**config.mk**
```make
export PLATFORM = sky130hd
export DESIGN_NAME = neuron_layer_acc
export DESIGN_NICKNAME = d
export VERILOG_FILES = /design/src/rtl/neuron_layer_acc.sv
export SDC_FILE = /design/constraint.sdc
export NUM_CORES = 1
export LEC_CHECK = 0
export CORE_MARGIN = 3
export CORE_UTILIZATION = 40
export DETAILED_ROUTE_END_ITERATION = 10
export SYNTH_ARGS = -nofsm -noshare
export SYNTH_HDL_FRONTEND = slang
export SYNTH_SLANG_ARGS = --single-unit
```
**constraint.sdc**
```tcl
create_clock -name i_clk -period 3.2 [get_ports i_clk]
set_input_delay 0.48 -clock i_clk [delete_from_list [all_inputs] [get_ports i_clk]]
set_output_delay 0.48 -clock i_clk [all_outputs]
set_load 0.02 [all_outputs]
```
**src/rtl/neuron_layer_acc.sv**
```systemverilog
// Bank of LAYER_SZ signed Q(SIZE-FRAC).FRAC neurons supporting LOAD, ACC, MAC and a multi-cycle ReLU sweep.
// Define LAYER_SAT_EN to make ACC/MAC saturate instead of wrapping modulo 2^SIZE.
module neuron_layer_acc #(
    parameter int SIZE     = 16,
    parameter int FRAC     = 8,
    parameter int LAYER_SZ = 2,
    parameter int ADDR_W   = 16
) (
    input  logic                     i_clk,
    input  logic                     i_reset,
    input  logic                     i_cmd_valid,
    output logic                     o_cmd_ready,
    input  logic [1:0]               i_cmd_op,
    input  logic [SIZE-1:0]          i_load_value,
    input  logic [SIZE-1:0]          i_load_weight,
    input  logic [ADDR_W-1:0]        i_load_address,
    output logic [LAYER_SZ*SIZE-1:0] o_values,
    output logic                     o_busy,
    output logic                     o_done,
    output logic                     o_err
);

    localparam logic [1:0] OP_LOAD = 2'b00;
    localparam logic [1:0] OP_ACC  = 2'b01;
    localparam logic [1:0] OP_MAC  = 2'b10;
    localparam logic [1:0] OP_ACT  = 2'b11;

    localparam int               IDX_W    = (LAYER_SZ > 1) ? $clog2(LAYER_SZ) : 1;
    localparam logic [IDX_W-1:0] LAST_IDX = IDX_W'(LAYER_SZ - 1);

    typedef enum logic {
        S_IDLE,
        S_SWEEP
    } state_t;

    state_t           r_state;
    logic [IDX_W-1:0] r_idx;

    logic                   w_accept;
    logic                   w_addr_ok;
    logic                   w_write;
    logic [SIZE-1:0]        w_cur;
    logic [SIZE-1:0]        w_opnd;
    logic [SIZE-1:0]        w_result;
    logic signed [2*SIZE-1:0] w_prod;
    logic signed [2*SIZE-1:0] w_shift;
    logic [SIZE:0]          w_sum;
    logic                   w_unused;

`ifdef LAYER_SAT_EN
    localparam logic [SIZE-1:0] S_MAX = {1'b0, {(SIZE-1){1'b1}}};
    localparam logic [SIZE-1:0] S_MIN = {1'b1, {(SIZE-1){1'b0}}};

    // Fits in SIZE bits only when every bit from SIZE-1 upward is a copy of the sign.
    function automatic logic [SIZE-1:0] clamp_prod(input logic [2*SIZE-1:0] x);
        if ((&x[2*SIZE-1:SIZE-1]) || (~|x[2*SIZE-1:SIZE-1]))
            return x[SIZE-1:0];
        else
            return x[2*SIZE-1] ? S_MIN : S_MAX;
    endfunction

    function automatic logic [SIZE-1:0] clamp_sum(input logic [SIZE:0] x);
        if (x[SIZE] == x[SIZE-1])
            return x[SIZE-1:0];
        else
            return x[SIZE] ? S_MIN : S_MAX;
    endfunction
`endif

    assign o_cmd_ready = (r_state == S_IDLE) && i_reset;
    assign w_accept    = i_cmd_valid && o_cmd_ready;
    assign w_addr_ok   = ({1'b0, i_load_address} < (ADDR_W+1)'(LAYER_SZ));
    assign w_write     = w_accept && (i_cmd_op != OP_ACT) && w_addr_ok;

    always_comb begin
        w_cur = '0;
        for (int i = 0; i < LAYER_SZ; i++) begin
            if (i_load_address == ADDR_W'(i))
                w_cur = o_values[i*SIZE +: SIZE];
        end
    end

    assign w_prod  = $signed(i_load_value) * $signed(i_load_weight);
    assign w_shift = w_prod >>> FRAC;

    always_comb begin
        w_opnd = i_load_value;
        if (i_cmd_op == OP_MAC) begin
`ifdef LAYER_SAT_EN
            w_opnd = clamp_prod(w_shift);
`else
            w_opnd = w_shift[SIZE-1:0];
`endif
        end
    end

    // Sign-extended by one bit so overflow is visible before narrowing.
    assign w_sum = {w_cur[SIZE-1], w_cur} + {w_opnd[SIZE-1], w_opnd};

    always_comb begin
        w_result = i_load_value;
        if (i_cmd_op == OP_ACC || i_cmd_op == OP_MAC) begin
`ifdef LAYER_SAT_EN
            w_result = clamp_sum(w_sum);
`else
            w_result = w_sum[SIZE-1:0];
`endif
        end
    end

    assign w_unused = ^{w_shift[2*SIZE-1:SIZE], w_sum[SIZE], OP_LOAD};

    always_ff @(posedge i_clk or negedge i_reset) begin
        if (!i_reset) begin
            r_state <= S_IDLE;
            r_idx   <= '0;
            o_busy  <= 1'b0;
            o_done  <= 1'b0;
            o_err   <= 1'b0;
        end else begin
            o_done <= 1'b0;
            o_err  <= 1'b0;
            case (r_state)
                S_IDLE: begin
                    if (w_accept) begin
                        if (i_cmd_op == OP_ACT) begin
                            r_state <= S_SWEEP;
                            r_idx   <= '0;
                            o_busy  <= 1'b1;
                        end else if (!w_addr_ok) begin
                            o_err <= 1'b1;
                        end
                    end
                end
                S_SWEEP: begin
                    if (r_idx == LAST_IDX) begin
                        r_state <= S_IDLE;
                        o_busy  <= 1'b0;
                        o_done  <= 1'b1;
                    end else begin
                        r_idx <= r_idx + 1'b1;
                    end
                end
                default: begin
                    r_state <= S_IDLE;
                    o_busy  <= 1'b0;
                end
            endcase
        end
    end

    // One register per neuron; the addressed write and the sweep slot never coincide.
    genvar gi;
    generate
        for (gi = 0; gi < LAYER_SZ; gi++) begin : g_neuron
            logic [SIZE-1:0] r_val;

            always_ff @(posedge i_clk or negedge i_reset) begin
                if (!i_reset) begin
                    r_val <= '0;
                end else if (w_write && (i_load_address == ADDR_W'(gi))) begin
                    r_val <= w_result;
                end else if ((r_state == S_SWEEP) && (r_idx == IDX_W'(gi)) && r_val[SIZE-1]) begin
                    r_val <= '0;
                end
            end

            assign o_values[gi*SIZE +: SIZE] = r_val;
        end
    endgenerate

endmodule
```
==> results of run 1 <==
==> Yosys cell counts, types with 20 or more instances <==
| library cell | instances |
|---|---|
| mux2i_1 | 20 |
| ha_1 | 87 |
| clkbuf_1 | 44 |
| dfrtp_1 | 37 |
| a21oi_1 | 21 |
| nor2_1 | 38 |
| o21ai_0 | 25 |
| inv_1 | 254 |
| and2_1 | 111 |
| fa_1 | 187 |
| nand2_1 | 137 |
| xnor2_1 | 31 |
==> power by group <==
part | switching (W) | internal, W | total (W)
logic | 0.00725 | 0.00844 | 0.0157
clock network | 0.000201 | 0.000389 | 0.000590
registers | 0.00000600 | 0.000479 | 0.000485
total | 0.00746 | 0.00931 | 0.0168
==> area by class of cell <==
| class | instances | area share [%] |
|---|---|---|
| inverter | 254 | 6.89 |
| clock buffer | 6 | 1.00 |
| tap | 324 | 2.93 |
| multi-input combinational | 801 | 62.4 |
| sequential | 37 | 6.69 |
| timing repair buffer | 305 | 19.8 |
| clock inverter | 2 | 0.271 |
==> flip-flops by register name, indices dropped and copies added (netlist names) <==
signal,cells
o_err,1
r_state,1
g_neuron.r_val,32
o_done,1
o_busy,1
r_idx,1
==> kinds of logic after synthesis <==
logic type | synth area share (%)
and+or+nand+nor | 17.3
DFF | 9.20
muxes | 3.55
buffers and inverters | 11.2
AOI/OAI and AO/OA | 6.91
adders and majority gates | 48.0
xor gates and xnor gates | 3.83
==> placed cells by master (no fill, tap or decap), drive strengths merged, types with 4 or more instances in the layout <==
cell type,instances
a22o,15
nand2,137
buf,227
xnor2,31
inv,254
a21o,8
nor3,12
a32oi,5
o21ai,27
nand3,9
nor2b,13
nand4,4
dlygate4sd2,5
clkdlybuf4s50,64
nand2b,7
nor4,4
xor2,13
a21oi,21
and3,5
mux2i,20
mux2,14
and2,112
dfrtp,37
fa,187
clkbuf,10
ha,87
o31ai,6
nor2,38
==> how the worst max path moves through the flow <==
stage                       endpoint        startpoint  slack, ps
6_report       g_neuron[0].r_val[15]  i_load_weight[4]      -4210
5_1_grt        g_neuron[0].r_val[15]  i_load_weight[4]      -4570
3_5_place_dp   g_neuron[1].r_val[15]   i_load_value[3]      -4920
4_1_cts        g_neuron[0].r_val[15]   i_load_value[7]      -4240
2_1_floorplan  g_neuron[1].r_val[15]   i_load_value[3]      -3970
3_3_place_gp   g_neuron[1].r_val[15]  i_load_weight[6]      -4790
==> layer usage <==
layer	vias up	track usage [%]	wire length, um	share of wire [%]
met5	-	0	0	0
met4	0	3.20	382	1.3
met3	28	2.03	821	2.9
met2	138	37.1	14100	49
met1	4211	31.3	13300	46
li1	3990	-	-	-
==> stage by stage <==
step	total power (W)	hold slack (ps)	TNS [ps]	setup slack (ps)	area [sq um]
floorplan	0.00981	184	-99000	-3970	10400
global placement	0.0142	465	-128870	-4790	12800
detailed placement	0.0143	470	-130650	-4920	12800
CTS	0.0160	272	-108370	-4240	13600
global route	0.0188	298	-116320	-4570	13800
finish	0.0168	251	-108720	-4210	13800
==> timing repair <==
action                     in CTS  in global routing
pin swaps                      65                 72
resized for setup             139                 76
setup buffers                  37                 13
cloned                          5                  1
setup endpoints to repair      32                 32
==> reports/metrics.csv, run 1 <==
metric,value,unit
crit_buf_inv,7,
io_buffers,88,
syn_nets,1465,
dr.first_iter.drc_count,443,
remaining_drc_errors,0,
firstDrtPassIters,4,
gp_congestion,0.832,
clkTransAtPathRegs,60,ps
arrival,7580,ps
clock-sinks,37,
max_stage_delay,540,ps
clockRootBuffer,clkbuf_16,
cts_tree,built,
critPathRequiredTime,3370,ps
drv_cap,0,
clock-skew-final,3.84,ps
vias_per_cell,4.84,
syn_avg_cell_area,8.85,sq um
powerDensity,1210,nW/um^2
r2r-start,g_neuron[1].r_val[0],
synth_seq_area_share,9.20,%
synth_top_cell_area_share,37.2,%
cts_buffers,5,
worst_setup_path_end_kind,flip-flop,
finalSetupViolations,32,
ys.warnings.count,0,
die_h,165,um
r2r_slack,-60,ps
cp_common_cell,fa_1,
worst_slack,-4210,ps
clock_path_buffers,2,
drv_slew,0,
num_vias,8367,
synth_cell_types,50,
ioPinCount,89,
final_util,56.4,%
overflow,0,
cts.hold.buffers_added,0,
yosys.area.top_type,fa_1,
avgRoutedWirePerCell,16.5,um
ys_seq_elements,37,
clock_latency,280,ps
die_x,165,um
worstSetupPathType,input pin to flip-flop,
antenna_found_initial,0,
status,"finished, violations left",
rows,57,
path_delay_family,adder cells,
synth_ff_type,dfrtp_1,
core,24500,sq um
die_area,27100,sq um
syn2layout_area_growth,37.5,%
violations,setup timing,
placedCellCount,1675,
slew_headroom,20.4,%
syn_inst,1138,
worstRegToRegCells,16,
finalHoldViolations,0,
diodes,0,
start_util,41.0,%
grt_pass1_wl,46600,um
synthTopCellsByArea,"fa_1, ha_1, inv_1",
p_leak,6.89,nW
layout.nets,1731,
final_cells,1729,
grt_usage,21.9,%
final-seq-area,926,sq um
period_share,231,%
rsz0062_at_grt,yes,
async_flop_share,100,%
grt_max_degree,39,
routed_wl,28600,um
layout_min_cycle_time,7410,ps
grt_pass1_vias,9049,
htree_levels,2,
worst-path-stages,31,
synth_edf_count,0,
hp-class,input pin to asynchronous set/reset pin,
fillers,2239,
fmax,135,MHz
tightest_slew,1190,ps
r2r-end,g_neuron[1].r_val[10],
drive_above_1_share,26.3,%
crit_fanout,6,
ant_nets,0,
dp.final_hpwl,22800,um
cp_slowest_cell,fa_1,
syn_area,10100,sq um
multi_input_area,8630,sq um
ir_drop,0.00168,V
cp-start-kind,input pin,
No activity file was read; power rests on OpenSTA's default activity.
==> run 2, diff against run 1 <==
--- a/config.mk
+++ b/config.mk
@@ -10,2 +10,3 @@
 export DETAILED_ROUTE_END_ITERATION = 10
+export GPL_ROUTABILITY_DRIVEN = 0
 export SYNTH_ARGS = -nofsm -noshare
==> constraint.sdc (replaced) <==
create_clock -name i_clk -period 3.2 [get_ports i_clk]
set_input_delay 0.64 -clock i_clk [delete_from_list [all_inputs] [get_ports i_clk]]
set_output_delay 0.64 -clock i_clk [all_outputs]
set_load 0.02 [all_outputs]
==> run 2 against run 1 <==
  * The flow still finishes with violations (setup timing)
  * Non-clock buffer count down 2
  * Die area stayed put
  * Sequential share of layout area shrank 0.078 points
==> reports/metrics.csv, run 2 (same netlist as run 1, synthesis figures left out) <==
metric,value,unit,change
status,"finished, violations left",,unchanged
violations,setup timing,,unchanged
multi_input_area,8780,sq um,was 8630 sq um
die_x,165,um,unchanged
max_stage_delay,520,ps,was 540 ps
finalSetupTns,-109780,ps,was -108720 ps
drv_slew,0,,unchanged
clock-skew-final,4.25,ps,was 3.84 ps
grt_max_degree,39,,unchanged
cp-start-kind,input pin,,unchanged
crit_fanout,7,,was 6
syn2layout_area_growth,39.1,%,was 37.5%
antenna_found_initial,0,,unchanged
drv_cap,0,,unchanged
dp_slack,-5060,ps,was -4920 ps
layout.nets,1729,,was 1731
worst_hold_slack,427,ps,was 251 ps
cts.hold.buffers_added,0,,unchanged
diodes,0,,unchanged
finalSetupViolations,32,,unchanged
rows,57,,unchanged
finalHoldViolations,0,,unchanged
r2r_slack,90,ps,was -60 ps
worstSetupPathType,input pin to flip-flop,,unchanged
tightest_slew,918,ps,was 1190 ps
fmax,134,MHz,was 135 MHz
worst_setup_path_end_kind,flip-flop,,unchanged
powerDensity,1230,nW/um^2,was 1210 nW/um^2
worst_slack,-4270,ps,was -4210 ps
overflow,0,,unchanged
final-seq-area,926,sq um,unchanged
routed_wl,28600,um,about the same
grt_pass1_vias,9234,,was 9049
die_h,165,um,unchanged
clkTransAtPathRegs,50,ps,was 60 ps
final_cells,1727,,was 1729
clockRootBuffer,clkbuf_16,,unchanged
firstDrtPassIters,5,,was 4
htree_levels,2,,unchanged
num_vias,8457,,was 8367
hp-class,input pin to asynchronous set/reset pin,,unchanged
remaining_drc_errors,0,,unchanged
die_area,27100,sq um,unchanged
cts_tree,built,,unchanged
rsz0062_at_grt,yes,,unchanged
clock-sinks,37,,unchanged
core,24500,sq um,unchanged
vias_per_cell,4.90,,was 4.84
io_buffers,88,,unchanged
p_leak,6.91,nW,was 6.89 nW
slew_headroom,38.8,%,was 20.4%
cp_common_cell,fa_1,,unchanged
regMostFlops,g_neuron.r_val,,unchanged
cts_buffers,5,,unchanged
start_util,41.0,%,unchanged
drive_above_1_share,27.9,%,was 26.3%
clock_latency,280,ps,about the same
largest_register_ffs,32,,unchanged
ioPinCount,89,,unchanged
final_common_cell,inv_1,,unchanged
avgRoutedWirePerCell,16.5,um,about the same
cp_slowest_cell,fa_1,,unchanged
power.total,0.0172,W,was 0.0168 W
period_share,233,%,was 231%
dr.first_iter.drc_count,348,,was 443
grt_pass1_wl,47200,um,was 46600 um
arrival,7640,ps,was 7580 ps
ant_nets,0,,unchanged
final_cell_mix,"inv_1, fa_1, buf_4",,unchanged
clock_path_buffers,2,,unchanged
dp.final_hpwl,22800,um,about the same
fillers,2192,,was 2239
ir_drop,0.00167,V,was 0.00168 V
layout_min_cycle_time,7470,ps,was 7410 ps
placedCellCount,1675,,unchanged
critPathRequiredTime,3370,ps,about the same
grt_usage,22.0,%,was 21.9%
[run 2: worst max-delay path: cells and delay by family]
kind,cells,cell delay [ps]
compound gates,7,1460
xor+xnor,2,290
fa+ha+maj,8,3550
buf+inv,6,930
mux,2,500
simple gates,3,270
[run 2: stage by stage]
| stage | utilization [%] | area [sq um] |
|---|---|---|
| 2_1_floorplan | - | 10400 |
| 3_3_place_gp | 52.1 | 12800 |
| 3_5_place_dp | 52.1 | 12800 |
| 4_1_cts | 55.9 | 13700 |
| 5_1_grt | 57.1 | 14000 |
| 6_report | 57.1 | 14000 |
[run 2: cell type report]
type | instances | share of cell area, %
Multi-Input combinational cell | 801 | 62.7
Timing Repair Buffer | 303 | 19.6
Inverter | 254 | 6.81
Sequential cell | 37 | 6.61
Tap cell | 324 | 2.90
Clock buffer | 5 | 0.894
Clock inverter | 3 | 0.465
[run 2: worst paths after layout]
| kind | depth (start not counted) | from | endpoint |
|---|---|---|---|
| max | 28 | i_load_value[13] | g_neuron[0].r_val[15] |
| min | 2 | i_reset | r_state |
| max reg2reg | 15 | g_neuron[0].r_val[0] | g_neuron[1].r_val[14] |
| min reg2reg | 2 | o_busy | o_busy |
| max in group asynchronous | 2 | i_reset | g_neuron[1].r_val[6] |
| min in group i_clk | 2 | o_busy | o_busy |
[run 2: power by group]
group	switching (W)	total (W)	internal, W
Combinational	0.00750	0.0161	0.00860
Sequential	0.00000609	0.000485	0.000479
Clock	0.000191	0.000636	0.000445
Total	0.00769	0.0172	0.00952
[run 2: routing by layer]
layer	vias to the layer above	share of wire, %	global-route usage, %
met1	4252	45	30.5
met2	164	49	37.3
li1	3987	-	-
met5	-	0	0
met4	0	2.4	5.18
met3	54	3.5	2.11
[run 2: what timing repair did]
item                                    in CTS  in global routing
resized for setup                          182                 75
pin swaps                                   88                 66
gates cloned                                 5                  0
endpoints found under the setup margin      32                 32
hold endpoints to repair                     0                  0
buffers inserted                            33                 12
==> run 3, diff against run 2 <==
PLACE_DENSITY_LB_ADDON = 0.05   (was not set)
==> run 3 against run 2 <==
  * The flow still finishes with violations (setup timing)
  * Clock-buffer cell count increased by 3
  * Utilization up 0.68 points
  * Worst setup slack worse by 43 ps
  * Register-to-register slack got worse by 110 ps
  * Sequential power barely moved
  * Combinational power rose by 6%
  * Non-clock buffer count is 15 higher
  * Largest cell class unchanged
  * Die area unchanged
  * Cell count rose by 0.87%
==> reports/metrics.csv, run 3 (same netlist as run 1, synthesis figures left out) <==
metric,value,unit,change
regMostFlops,g_neuron.r_val,,unchanged
final-seq-area,926,sq um,unchanged
clock-skew-final,4.73,ps,was 4.25 ps
grt_usage,23.1,%,was 22.0%
layout.nets,1744,,was 1729
dp_slack,-5080,ps,was -5060 ps
multi_input_area,8820,sq um,was 8780 sq um
max_stage_delay,540,ps,was 520 ps
fillers,2248,,was 2192
ir_drop,0.00154,V,was 0.00167 V
layout_min_cycle_time,7510,ps,was 7470 ps
start_util,41.0,%,unchanged
avgRoutedWirePerCell,17.2,um,was 16.5 um
ioPinCount,89,,unchanged
antenna_found_initial,1,,was 0
overflow,0,,unchanged
grt_pass1_vias,9157,,was 9234
worst_slack,-4310,ps,was -4270 ps
clock_path_buffers,2,,unchanged
tightest_slew,1120,ps,was 918 ps
clkTransAtPathRegs,50,ps,about the same
cp-start-kind,input pin,,unchanged
htree_levels,2,,unchanged
hp-class,input pin to asynchronous set/reset pin,,unchanged
die_area,27100,sq um,unchanged
slew_headroom,25.2,%,was 38.8%
drv_slew,0,,unchanged
cp_common_cell,fa_1,,unchanged
grt_pass1_wl,48200,um,was 47200 um
remaining_drc_errors,0,,unchanged
syn2layout_area_growth,40.8,%,was 39.1%
crit_fanout,6,,was 7
routed_wl,30000,um,was 28600 um
rows,57,,unchanged
rsz0062_at_grt,yes,,unchanged
largest_register_ffs,32,,unchanged
die_h,165,um,unchanged
io_buffers,88,,unchanged
clockRootBuffer,clkbuf_16,,unchanged
worstSetupPathType,input pin to flip-flop,,unchanged
drv_cap,0,,unchanged
vias_per_cell,4.87,,was 4.90
period_share,235,%,was 233%
clock_latency,280,ps,about the same
finalSetupViolations,32,,unchanged
fmax,133,MHz,was 134 MHz
num_vias,8480,,was 8457
core,24500,sq um,unchanged
clock-sinks,37,,unchanged
critPathRequiredTime,3370,ps,about the same
status,"finished, violations left",,unchanged
firstDrtPassIters,4,,was 5
final_common_cell,inv_1,,unchanged
cts_buffers,5,,unchanged
worst_setup_path_end_kind,flip-flop,,unchanged
power.total,0.0180,W,was 0.0172 W
powerDensity,1270,nW/um^2,was 1230 nW/um^2
die_x,165,um,unchanged
dr.first_iter.drc_count,386,,was 348
grt_max_degree,39,,unchanged
cp_slowest_cell,fa_1,,unchanged
violations,setup timing,,unchanged
dp.final_hpwl,24000,um,was 22800 um
finalHoldViolations,0,,unchanged
drive_above_1_share,29.3,%,was 27.9%
diodes,0,,unchanged
ant_nets,0,,unchanged
final_cell_mix,"inv_1, fa_1, buf_4",,unchanged
p_leak,7.02,nW,was 6.91 nW
arrival,7680,ps,was 7640 ps
cts_tree,built,,unchanged
## run 3: worst paths after layout
check                                     start                     to  slack [ps]  depth (start not counted)
setup / recovery                i_load_value[5]  g_neuron[0].r_val[15]       -4310                         31
hold / removal                          i_reset                 o_done         430                          2
setup reg to reg           g_neuron[1].r_val[1]  g_neuron[0].r_val[15]         -20                         14
hold reg to reg                          o_busy                 o_busy         470                          2
max in group asynchronous               i_reset   g_neuron[0].r_val[7]        2440                          2
min in group i_clk                       o_busy                 o_busy         470                          2
## run 3: what timing repair did
| action | in CTS | in global routing |
|---|---|---|
| endpoints found under the hold margin | 0 | 0 |
| setup endpoints to repair | 32 | 32 |
| buffers inserted | 60 | 14 |
| gates resized for setup | 198 | 81 |
| pin swaps | 103 | 105 |
| cloned | 0 | 1 |
| hold buffers | 0 | 0 |
## run 3: per-stage QoR
stage	instance area, sq um	utilization [%]	std cells	setup TNS [ps]	hold slack [ps]
floorplan	10400	-	1138	-104120	344
global route	14200	57.8	1742	-118770	473
CTS	13800	56.4	1732	-113270	447
finish	14200	57.8	1742	-111160	429
global placement	12800	52.1	1669	-135430	465
detailed placement	12800	52.1	1669	-136020	465
## run 3: power by group
part	total, W	switching [W]	internal, W	leakage [nW]
Clock	0.000469	0.000179	0.000289	0.0652
Combinational	0.0171	0.00808	0.00899	6.45
Sequential	0.000485	0.00000585	0.000479	0.510
Total	0.0180	0.00826	0.00976	7.02
## run 3: area by class of cell
class | instances | share of cell area, %
Tap cell | 324 | 2.86
Multi-Input combinational cell | 801 | 62.3
Sequential cell | 37 | 6.53
Inverter | 254 | 6.73
Timing Repair Buffer | 318 | 20.6
Clock buffer | 8 | 0.963
## run 3: routing by layer
metal	global-route usage (%)	vias up	wire (um)
met5	0	-	0
met4	5.64	0	810
met3	2.13	54	868
met2	39.6	143	14900
met1	31.5	4262	13400
li1	-	4021	-
## run 3: worst max-delay path, delay by kind of cell
family	cells	cell delay (ps)
AOI/OAI and AO/OA	5	1180
xor gates and xnor gates	2	210
adders and majority gates	8	3640
buffers and inverters	10	940
muxes	2	480
and+or+nand+nor	4	560
